===== config.mk =====
export PLATFORM = sky130hd
export DESIGN_NAME = timer_bcd_display
export DESIGN_NICKNAME = d
export VERILOG_FILES = /design/src/rtl/timer_disp_pkg.sv /design/src/rtl/bcd_to_seg7.sv /design/src/rtl/timer_bcd_display.sv
export SDC_FILE = /design/constraint.sdc
export NUM_CORES = 1
export LEC_CHECK = 0
export ABC_AREA = 0
export CAP_MARGIN = 0
export CORE_MARGIN = 5
export CORE_UTILIZATION = 55
export CTS_CLUSTER_SIZE = 8
export DETAILED_ROUTE_END_ITERATION = 7
export PLACE_DENSITY = 0.89
export SYNTH_ARGS = -nofsm -noshare
export SYNTH_HDL_FRONTEND = slang
export SYNTH_SLANG_ARGS = --single-unit

===== constraint.sdc =====
create_clock -name clk -period 2.9 [get_ports clk]
set_input_delay 0.58 -clock clk [delete_from_list [all_inputs] [get_ports clk]]
set_output_delay 0.58 -clock clk [all_outputs]
set_load 0.02 [all_outputs]

===== src/rtl/timer_disp_pkg.sv =====
// Shared definitions for the timer BCD display slice.
//   - state_e      : conversion FSM states
//   - NUM_DIGITS   : number of multiplexed display digits
//   - BIN_W/BCD_W  : binary input width and BCD accumulator width
//   - SEG_*        : 7-segment patterns {g,f,e,d,c,b,a}, active-high
//   - add3_adjust  : double-dabble correction step on the BCD accumulator
package timer_disp_pkg;

    typedef enum logic [1:0] {
        IDLE  = 2'd0,
        SHIFT = 2'd1,
        DONE  = 2'd2
    } state_e;

    localparam int NUM_DIGITS = 3;
    localparam int BIN_W      = 8;
    localparam int BCD_W      = 12;

    localparam logic [6:0] SEG_0     = 7'b0111111;
    localparam logic [6:0] SEG_1     = 7'b0000110;
    localparam logic [6:0] SEG_2     = 7'b1011011;
    localparam logic [6:0] SEG_3     = 7'b1001111;
    localparam logic [6:0] SEG_4     = 7'b1100110;
    localparam logic [6:0] SEG_5     = 7'b1101101;
    localparam logic [6:0] SEG_6     = 7'b1111101;
    localparam logic [6:0] SEG_7     = 7'b0000111;
    localparam logic [6:0] SEG_8     = 7'b1111111;
    localparam logic [6:0] SEG_9     = 7'b1101111;
    localparam logic [6:0] SEG_BLANK = 7'b0000000;

    // Any nibble >= 5 gets +3 so that the following left shift carries
    // correctly into the next decimal digit.
    function automatic logic [BCD_W-1:0] add3_adjust(input logic [BCD_W-1:0] bcd);
        logic [BCD_W-1:0] res;
        res = bcd;
        for (int i = 0; i < BCD_W / 4; i++) begin
            if (res[i*4 +: 4] >= 4'd5) begin
                res[i*4 +: 4] = res[i*4 +: 4] + 4'd3;
            end
        end
        return res;
    endfunction

endpackage


===== src/rtl/bcd_to_seg7.sv =====
// Combinational BCD digit to 7-segment decoder.
//   digit_i : BCD digit (values above 9 decode to all segments off)
//   blank_i : force all segments off
//   seg_o   : segments {g,f,e,d,c,b,a}, active-high
module bcd_to_seg7
    import timer_disp_pkg::*;
(
    input  logic [3:0] digit_i,
    input  logic       blank_i,
    output logic [6:0] seg_o
);

    always_comb begin
        seg_o = SEG_BLANK;
        if (!blank_i) begin
            unique case (digit_i)
                4'd0:    seg_o = SEG_0;
                4'd1:    seg_o = SEG_1;
                4'd2:    seg_o = SEG_2;
                4'd3:    seg_o = SEG_3;
                4'd4:    seg_o = SEG_4;
                4'd5:    seg_o = SEG_5;
                4'd6:    seg_o = SEG_6;
                4'd7:    seg_o = SEG_7;
                4'd8:    seg_o = SEG_8;
                4'd9:    seg_o = SEG_9;
                default: seg_o = SEG_BLANK;
            endcase
        end
    end

endmodule


===== src/rtl/timer_bcd_display.sv =====
// Converts the 8-bit timer count into three BCD digits with a sequential
// double-dabble engine and scans them onto a 3-digit 7-segment display.
//   clk        : system clock, rising edge
//   reset      : synchronous active-low reset
//   timer_time : binary count from the timer
//   bcd_hund/bcd_tens/bcd_ones : last completed conversion (registered)
//   bcd_valid  : one-cycle pulse when the bcd_* outputs update
//   busy       : conversion in progress
//   an         : one-hot digit select, bit0 = ones, bit2 = hundreds
//   seg        : segments {g,f,e,d,c,b,a} of the selected digit
//
// state | meaning
// IDLE  | waiting for timer_time to differ from the last converted value
// SHIFT | eight add-3/shift steps of the double-dabble conversion
// DONE  | publish the result, pulse bcd_valid, return to IDLE
module timer_bcd_display
    import timer_disp_pkg::*;
#(
    parameter int REFRESH_DIV = 4,
    parameter bit LZ_BLANK    = 1'b1
) (
    input  logic                  clk,
    input  logic                  reset,
    input  logic [BIN_W-1:0]      timer_time,
    output logic [3:0]            bcd_hund,
    output logic [3:0]            bcd_tens,
    output logic [3:0]            bcd_ones,
    output logic                  bcd_valid,
    output logic                  busy,
    output logic [NUM_DIGITS-1:0] an,
    output logic [6:0]            seg
);

    localparam int             REF_W    = (REFRESH_DIV > 1) ? $clog2(REFRESH_DIV) : 1;
    localparam logic [REF_W-1:0] REF_LAST = REF_W'(REFRESH_DIV - 1);

    state_e             state_q;
    logic [BIN_W-1:0]   bin_q;
    logic [BIN_W-1:0]   cap_q;
    logic [BIN_W-1:0]   last_q;
    logic [BCD_W-1:0]   acc_q;
    logic [2:0]         cnt_q;
    logic [3:0]         hund_q;
    logic [3:0]         tens_q;
    logic [3:0]         ones_q;
    logic               valid_q;
    logic               busy_q;

    logic [BCD_W+BIN_W-1:0] shift_d;

    logic [REF_W-1:0]   ref_q;
    logic [1:0]         idx_q;

    logic [3:0]         digit;
    logic               blank;

    // One double-dabble step: correct the BCD nibbles, then shift the
    // combined {bcd, bin} register left so the next binary MSB enters.
    assign shift_d = {add3_adjust(acc_q), bin_q} << 1;

    always_ff @(posedge clk) begin
        if (!reset) begin
            state_q <= IDLE;
            bin_q   <= '0;
            cap_q   <= '0;
            last_q  <= '0;
            acc_q   <= '0;
            cnt_q   <= '0;
            hund_q  <= '0;
            tens_q  <= '0;
            ones_q  <= '0;
            valid_q <= 1'b0;
            busy_q  <= 1'b0;
        end else begin
            valid_q <= 1'b0;
            unique case (state_q)
                IDLE: begin
                    // Compare against the last converted value, so a change
                    // that arrived while busy is picked up here.
                    if (timer_time != last_q) begin
                        bin_q   <= timer_time;
                        cap_q   <= timer_time;
                        acc_q   <= '0;
                        cnt_q   <= '0;
                        busy_q  <= 1'b1;
                        state_q <= SHIFT;
                    end
                end
                SHIFT: begin
                    {acc_q, bin_q} <= shift_d;
                    cnt_q          <= cnt_q + 3'd1;
                    if (cnt_q == 3'd7) begin
                        state_q <= DONE;
                    end
                end
                DONE: begin
                    hund_q  <= acc_q[11:8];
                    tens_q  <= acc_q[7:4];
                    ones_q  <= acc_q[3:0];
                    last_q  <= cap_q;
                    valid_q <= 1'b1;
                    busy_q  <= 1'b0;
                    state_q <= IDLE;
                end
                default: begin
                    busy_q  <= 1'b0;
                    state_q <= IDLE;
                end
            endcase
        end
    end

    assign bcd_hund  = hund_q;
    assign bcd_tens  = tens_q;
    assign bcd_ones  = ones_q;
    assign bcd_valid = valid_q;
    assign busy      = busy_q;

    // Display scan: each digit stays selected for REFRESH_DIV clocks.
    always_ff @(posedge clk) begin
        if (!reset) begin
            ref_q <= '0;
            idx_q <= 2'd0;
        end else if (ref_q == REF_LAST) begin
            ref_q <= '0;
            idx_q <= (idx_q == 2'd2) ? 2'd0 : idx_q + 2'd1;
        end else begin
            ref_q <= ref_q + REF_W'(1);
        end
    end

    assign an = NUM_DIGITS'(3'b001 << idx_q);

    // Leading-zero blanking: hundreds blank on zero, tens blank only when
    // hundreds is also zero; ones always shown.
    always_comb begin
        digit = ones_q;
        blank = 1'b0;
        unique case (idx_q)
            2'd1: begin
                digit = tens_q;
                blank = LZ_BLANK && (hund_q == 4'd0) && (tens_q == 4'd0);
            end
            2'd2: begin
                digit = hund_q;
                blank = LZ_BLANK && (hund_q == 4'd0);
            end
            default: begin
                digit = ones_q;
                blank = 1'b0;
            end
        endcase
    end

    bcd_to_seg7 u_seg (
        .digit_i (digit),
        .blank_i (blank),
        .seg_o   (seg)
    );

endmodule

==> insert_results.sql, run 1 <==
INSERT INTO impl_metrics (metric_group, metric, value, unit) VALUES
('layout', 'antenna_cells', '0', ''),
('logic_synthesis', 'asyncSetResetFlopFracSynth', '0', ''),
('logic_synthesis', 'synth.top_cells.by_area', 'dfxtp_1 (42%), nand2_1 (9.7%), a21oi_1 (9.4%), ha_1 (8.0%), nand3_1 (4.8%)', ''),
('global_routing', 'grt_pass1_wl', '11000', 'um'),
('routing', 'wl_per_cell', '14.6', 'um'),
('placement', 'post-place-cells', '448', ''),
('critical_path', 'crit_type', 'reg2out', ''),
('logic_synthesis', 'synth.largest_area_cell', 'dfxtp_1', ''),
('cts', 'clockBufferDepth', '2', ''),
('cts', 'clock_tree_from_tritoncts', 'yes', ''),
('routing', 'remaining_drc_errors', '0', ''),
('critical_path', 'setup.worst_path.start_class', 'flop', ''),
('sta', 'skew', '0.00573', 'ns'),
('logic_synthesis', 'synth_enable_flop_cells', '0', ''),
('logic_synthesis', 'yosys_warnings', '0', ''),
('routing', 'routed_wirelength', '6760', 'um'),
('layout', 'synthToLayoutAreaGrowth', '24.5', '%'),
('cts', 'post-cts-setup-buffers', '0', ''),
('floorplan', 'placement_rows', '26', ''),
('sta', 'slew_headroom', '0.354', ''),
('floorplan', 'starting_density_of_the_core', '0.561', ''),
('worst_hold_path', 'timing.hold.worst_endpoint', 'ref_q[0]$_SDFF_PP0_', ''),
('floorplan', 'ioPinCount', '34', ''),
('routing', 'routed_via_density', '5.59', ''),
('floorplan', 'fp.dieArea', '0.00667', 'mm^2'),
('cts', 'cts-buffers-inserted', '9', ''),
('critical_path', 'timing.critical_path.arrival', '2.29', 'ns'),
('floorplan', 'die_h', '81.7', 'um'),
('logic_synthesis', 'average_instance_area_after_synthesis', '8.05', 'um^2'),
('layout', 'finalNetCount', '417', ''),
('floorplan', 'die_w', '81.7', 'um'),
('critical_path', 'worst-r2r-cell-count', '4', ''),
('layout', 'instances_no_fill', '464', ''),
('sta', 'finalSetupViolations', '0', ''),
('critical_path', 'crit_path_max_fanout', '5', ''),
('global_routing', 'via_count_of_the_first_global_routing_pass', '2380', ''),
('logic_synthesis', 'synth_cells', '351', ''),
('cts', 'cts-hold-fix-buffers', '0', ''),
('critical_path', 'rrSetupSlack', '1.09', 'ns'),
('global_routing', 'grt_overflow', '0', ''),
('sta', 'fmax', '0.348', 'GHz'),
('critical_path', 'r2r_end', 'acc_q[4]$_SDFFE_PN0P_', ''),
('cts', 'cts.root.buffer_cell', 'clkbuf_8', ''),
('global_routing', 'largest_net_degree_at_the_start_of_global_routing', '59', ''),
('global_routing', 'antenna_found_initial', '0', ''),
('logic_synthesis', 'synth_cell_types', '34', ''),
('placement', 'final_gp_congestion', '0.909', ''),
('sta', 'period_needed', '2.87', 'ns'),
('logic_synthesis', 'ys_seq_area_frac', '0.418', ''),
('routing', 'ant_nets', '0', ''),
('placement', 'hpwlAfterDp', '4340', 'um'),
('logic_synthesis', 'synth.ff_latch_count', '59', ''),
('power', 'total_leakage_power', '1.26', 'nW'),
('logic_synthesis', 'cell_area_after_synthesis', '0.00283', 'mm^2'),
('layout', 'fillers', '379', ''),
('sta', 'summed_negative_setup_slack_over_all_endpoints', '0', 'ns'),
('logic_synthesis', 'syn-num-nets', '379', ''),
('run', 'max_cap_viol_count', '0', ''),
('layout', 'layout.cell_area.non_filler', '0.00352', 'mm^2'),
('power', 'power.density_cell_area', '520', 'mW/mm^2'),
('sta', 'slew_violations', '0', ''),
('worst_hold_path', 'hold_depth', '1', ''),
('critical_path', 'r2r-start', 'state_q[1]$_SDFFE_PN0P_', ''),
('power', 'peak_supply_drop', '0.453', 'mV'),
('run_status', 'outcome', 'finished clean', ''),
('logic_synthesis', 'ys.flop_type', 'dfxtp_1', ''),
('critical_path', 'wp_data_required', '2.32', 'ns'),
('cts', 'htree_num_levels', '3', ''),
('worst_hold_path', 'timing.hold.worst.start', 'ref_q[0]$_SDFF_PP0_', ''),
('floorplan', 'area_inside_the_core_boundary', '0.00504', 'mm^2'),
('cts', 'path_clk_slew', '0.07', 'ns');
-- area by class of cell --
type,instances,area (um^2),area share
Clock inverter,3,45.0,0.0128
Tap cell,70,87.6,0.0249
Clock buffer,13,169,0.0480
Multi-Input combinational cell,260,1560,0.444
Sequential cell,59,1190,0.338
Inverter,11,43.8,0.0124
Timing Repair Buffer,48,422,0.120
-- repair_timing --
| item | 4_1_cts | 5_1_grt |
|---|---|---|
| endpoints found under the setup margin | 7 | 7 |
| resized for setup | 36 | 18 |
| pin swaps | 1 | 5 |
-- metrics by stage --
| stage | setup WS [ns] | utilization | hold WS, ns | total power [mW] |
|---|---|---|---|---|
| floorplan | 0.103 | - | 0.404 | 0.991 |
| global placement | -0.109 | 0.645 | 0.414 | 1.05 |
| detailed placement | -0.145 | 0.645 | 0.434 | 1.05 |
| CTS | 0.0114 | 0.686 | 0.444 | 1.84 |
| global route | -0.0479 | 0.698 | 0.453 | 1.90 |
| finish | 0.0258 | 0.698 | 0.436 | 1.83 |
-- sequential cells by signal, indices dropped and copies added, names as in the netlist --
| name | cells |
|---|---|
| acc_q | 12 |
| bin_q | 8 |
| cap_q | 8 |
| last_q | 8 |
| bcd_hund | 4 |
| bcd_ones | 4 |
| bcd_tens | 4 |
| cnt_q | 3 |
| idx_q | 2 |
| ref_q | 2 |
| state_q | 2 |
| bcd_valid | 1 |
| busy | 1 |
-- worst max path at each step --
stage                          start  endpoint  slack, ns  depth (start not counted)
2_1_floorplan  idx_q[0]$_SDFFE_PN0P_    seg[3]       0.10                          8
3_3_place_gp   idx_q[1]$_SDFFE_PN0P_    seg[3]      -0.11                          9
3_5_place_dp   idx_q[1]$_SDFFE_PN0P_    seg[3]      -0.15                          8
4_1_cts        idx_q[0]$_SDFFE_PN0P_    seg[3]       0.01                          9
5_1_grt        idx_q[0]$_SDFFE_PN0P_    seg[2]      -0.05                         10
6_report       idx_q[0]$_SDFFE_PN0P_    seg[2]       0.03                         10
-- power by group --
| group | internal, mW | switching (mW) | total, mW |
|---|---|---|---|
| clock network | 0.467 | 0.323 | 0.791 |
| logic | 0.0776 | 0.112 | 0.189 |
| registers | 0.836 | 0.0155 | 0.851 |
| total | 1.38 | 0.451 | 1.83 |
-- per-layer routing --
layer,share of wire,up-vias,global-route usage
li1,-,1264,-
met1,0.41,1219,0.247
met5,0,-,0
met2,0.51,91,0.369
met4,0.029,0,0.0914
met3,0.054,18,0.0592
-- worst max-delay path, stage by stage (launching register included) --
cell and delay [ns]:
dfxtp_4 0.37, inv_4 0.05, ha_4 0.17, buf_4 0.15
a22o_1 0.24, mux2i_2 0.15, buf_4 0.17, a21oi_1 0.07
or2_4 0.28, a31oi_2 0.15, buf_4 0.17
-- kinds of logic (layout without fill, tap and decap cells) --
kind of cell	Yosys count	after routing	synth area share
buffers and inverters	32	75	0.0518
flip-flops	59	59	0.418
adder cells (fa/ha/maj)	18	18	0.0797
AO/OA/AOI/OAI	80	80	0.160
XOR/XNOR	14	14	0.0434
multiplexers	6	6	0.0266
AND/OR/NAND/NOR	142	142	0.220
-- Yosys cell counts, drive strengths merged, types with 2 or more instances --
cell type	count
nand2	73
clkbuf	12
ha	18
a31oi	13
a21o	2
a22oi	2
nor4	2
nor3	4
nand2b	8
and2	2
o21ai	5
mux2i	4
o211ai	2
dfxtp	59
buf	9
nor2	19
mux2	2
xor2	2
xnor2	12
nor2b	2
a21oi	53
inv	11
a22o	2
nand4	2
nand3	27
-- cells in the final DEF (no fill, tap or decap), types with 12 or more instances in the layout --
cell,n
nor2_1,19
a31oi_1,12
xnor2_1,12
a21oi_1,51
buf_4,18
nand2_1,73
ha_1,13
clkbuf_8,12
dfxtp_1,57
clkdlybuf4s50_1,26
nand3_1,27
Note: power is estimated with default switching activity, not from simulation.
==> run 2, diff against run 1 <==
--- a/config.mk
+++ b/config.mk
@@ -7,6 +7,7 @@
 export LEC_CHECK = 0
 export ABC_AREA = 0
 export CAP_MARGIN = 0
+export CORE_ASPECT_RATIO = 0.5
 export CORE_MARGIN = 5
 export CORE_UTILIZATION = 55
 export CTS_CLUSTER_SIZE = 8
==> run 2 against run 1 <==
  * Count of clock-buffer cells in the layout decreased by 2
  * Wire length down 5.4%
  * Die area increased by 1.3%
  * Largest cell class unchanged
==> insert_results.sql, run 2 (synthesis gave the netlist of run 1 again) <==
INSERT INTO impl_metrics (metric_group, metric, value, unit) VALUES
('global_routing', 'grt_util_all_layers', '0.196', ''),
('power', 'p_seq_frac', '0.481', ''),
('run_status', 'outcome', 'finished clean', ''),
('sta', 'setup_slack', '0.0610', 'ns'),
('worst_hold_path', 'hold_path.class', 'reg2reg', ''),
('run', 'max_cap_viol_count', '0', ''),
('power', 'total_power', '1.77', 'mW'),
('critical_path', 'wp_data_required', '2.32', 'ns'),
('power', 'total_leakage_power', '1.30', 'nW'),
('cts', 'cts-buffers-inserted', '9', ''),
('sta', 'tightest_slew', '0.912', 'ns'),
('layout', 'instances_no_fill', '468', ''),
('layout', 'fillers', '369', ''),
('critical_path', 'cp_top_family', 'adder cells', ''),
('power', 'peak_supply_drop', '0.329', 'mV'),
('layout', 'max_flop_register', 'acc_q', ''),
('critical_path', 'crit_type', 'reg2out', ''),
('routing', 'remaining_drc_errors', '0', ''),
('floorplan', 'ioPinCount', '34', ''),
('critical_path', 'crit_path_max_fanout', '4', ''),
('layout', 'antenna_cells', '0', ''),
('global_routing', 'antenna_found_initial', '0', ''),
('sta', 'period_share', '0.979', ''),
('cts', 'path_clk_slew', '0.06', 'ns'),
('floorplan', 'area_inside_the_core_boundary', '0.00495', 'mm^2'),
('power', 'clkPwrFrac', '0.409', ''),
('layout', 'layout_common_cells', 'nand2_1 (73), dfxtp_1 (58), a21oi_1 (51)', ''),
('floorplan', 'fp.dieArea', '0.00676', 'mm^2'),
('placement', 'detailed_place.area', '0.00328', 'mm^2'),
('critical_path', 'timing.critical_path.arrival', '2.26', 'ns'),
('critical_path', 'setup.worst_path.end_class', 'output pin', ''),
('critical_path', 'cpPeakStageDelay', '0.33', 'ns'),
('critical_path', 'crit_chain', 'buf_4 -> ha_4 -> a22o_4 -> mux2i_4 -> inv_2 -> ha_1 -> mux2_2 -> a21oi_2 -> buf_6', ''),
('critical_path', 'critical_path_buf_inv_count', '3', ''),
('sta', 'finalSetupViolations', '0', ''),
('sta', 'fmax', '0.352', 'GHz'),
('layout', 'layout.cell_area.non_filler', '0.00352', 'mm^2'),
('routing', 'wl_per_cell', '13.7', 'um'),
('power', 'internal_power_contribution', '1.33', 'mW'),
('routing', 'ant_nets', '0', ''),
('cts', 'clockBufferDepth', '2', ''),
('routing', 'routed_via_density', '5.49', ''),
('power', 'power.density_cell_area', '502', 'mW/mm^2'),
('sta', 'slew_violations', '0', ''),
('sta', 'slew_headroom', '0.392', ''),
('routing', 'via_count', '2568', ''),
('global_routing', 'via_count_of_the_first_global_routing_pass', '2515', ''),
('sta', 'period_needed', '2.84', 'ns'),
('global_routing', 'grt_overflow', '0', ''),
('cts', 'clock_latency', '0.33', 'ns'),
('sta', 'skew', '0.00916', 'ns'),
('sta', 'rsz_0062_raised_after_global_routing', 'yes', ''),
('cts', 'clock_tree_from_tritoncts', 'yes', ''),
('layout', 'final_layout_size_suffix_gt1_frac', '0.143', ''),
('layout', 'largest_register_ffs', '12', ''),
('sta', 'summed_negative_setup_slack_over_all_endpoints', '0', 'ns'),
('floorplan', 'starting_density_of_the_core', '0.570', ''),
('cts', 'htree_num_levels', '3', ''),
('floorplan', 'die_w', '111', 'um'),
('power', 'switching_share', '0.245', ''),
('global_routing', 'grt_pass1_wl', '10800', 'um'),
('placement', 'post-place-cells', '450', ''),
('sta', 'timing_hold_violations_final', '0', ''),
('placement', 'hpwlAfterDp', '4400', 'um'),
('layout', 'synthToLayoutAreaGrowth', '24.7', '%'),
('placement', 'final_gp_congestion', '0.928', ''),
('global_routing', 'largest_net_degree_at_the_start_of_global_routing', '59', ''),
('critical_path', 'worst_path_max_delay_cell', 'dfxtp_2', ''),
('critical_path', 'setup.worst_path.start_class', 'flop', ''),
('placement', 'place.port_buffers', '33', ''),
('placement', 'post-place-ws', '-0.145', 'ns'),
('layout', 'final_common_cell', 'nand2_1', ''),
('cts', 'cts.sinks', '59', ''),
('floorplan', 'placement_rows', '18', ''),
('cts', 'cts.root.buffer_cell', 'clkbuf_8', ''),
('power', 'p_switching', '434', 'uW'),
('routing', 'routed_wirelength', '6400', 'um'),
('layout', 'finalNetCount', '421', ''),
('routing', 'drtPass1Iterations', '4', ''),
('floorplan', 'die_h', '60.7', 'um'),
('power', 'p_comb_frac', '0.109', ''),
('routing', 'initialDrtViolationCount', '201', ''),
('cts', 'cts-hold-fix-buffers', '0', '');
[run 2: changes by cell type in the layout (fill, tap and decap cells not counted), moves of 2 or more]
cell / before / now
clkbuf_8: 12 / 10
clkinv_2: 0 / 3
ha_1: 13 / 15
inv_2: 2 / 4
buf_2: 3 / 1
ha_2: 2 / 0
dfxtp_4: 2 / 0
buf_4: 18 / 22
[run 2: metrics by stage]
step           hold slack (ns)  utilization
3_5_place_dp             0.425        0.662
2_1_floorplan            0.404            -
4_1_cts                  0.434        0.699
6_report                 0.434        0.711
3_3_place_gp             0.413        0.662
5_1_grt                  0.471        0.711
[run 2: what timing repair did]
action                                  CTS  global route
buffers inserted                          0             2
endpoints found under the setup margin    7             6
pin swaps                                 0             5
gates resized for setup                  31            17
[run 2: power groups by stage]
stage | registers (mW) | logic (mW) | clock network, mW
2_1_floorplan | 0.867 | 0.124 | 0
6_report | 0.851 | 0.194 | 0.724
4_1_cts | 0.850 | 0.186 | 0.740
3_5_place_dp | 0.868 | 0.189 | 0
3_3_place_gp | 0.867 | 0.182 | 0
5_1_grt | 0.854 | 0.212 | 0.784
[run 2: final cells by class]
type | instances | area, um^2 | area share
Clock buffer | 11 | 141 | 0.0401
Tap cell | 70 | 87.6 | 0.0248
Multi-Input combinational cell | 260 | 1550 | 0.441
Inverter | 11 | 41.3 | 0.0117
Sequential cell | 59 | 1180 | 0.335
Clock inverter | 5 | 52.6 | 0.0149
Timing Repair Buffer | 52 | 467 | 0.132
[run 2: per-layer routing]
| metal | wire, um | vias to the layer above | GRT usage | share of wire |
|---|---|---|---|---|
| met1 | 2890 | 1207 | 0.225 | 0.45 |
| met3 | 361 | 8 | 0.0588 | 0.056 |
| met5 | 0 | - | 0 | 0 |
| met4 | 85 | 0 | 0.0867 | 0.013 |
| li1 | - | 1272 | - | - |
| met2 | 3060 | 81 | 0.353 | 0.48 |
[run 2: worst register-to-register path, delay by kind of cell (launching register included)]
family,cells,cell delay [ns]
AO/OA/AOI/OAI,1,0.13
buffers and inverters,1,0.31
flip-flops,1,0.41
AND/OR/NAND/NOR,2,0.76
[run 2: worst paths after layout]
path | startpoint | slack [ns] | depth (start not counted) | endpoint
setup reg to reg | state_q[1]$_SDFFE_PN0P_ | 1.23 | 4 | bcd_ones[2]$_SDFFE_PN0P_
hold reg to reg | ref_q[0]$_SDFF_PP0_ | 0.43 | 1 | ref_q[0]$_SDFF_PP0_
hold / removal | ref_q[0]$_SDFF_PP0_ | 0.43 | 1 | ref_q[0]$_SDFF_PP0_
setup / recovery | idx_q[1]$_SDFFE_PN0P_ | 0.06 | 9 | seg[3]
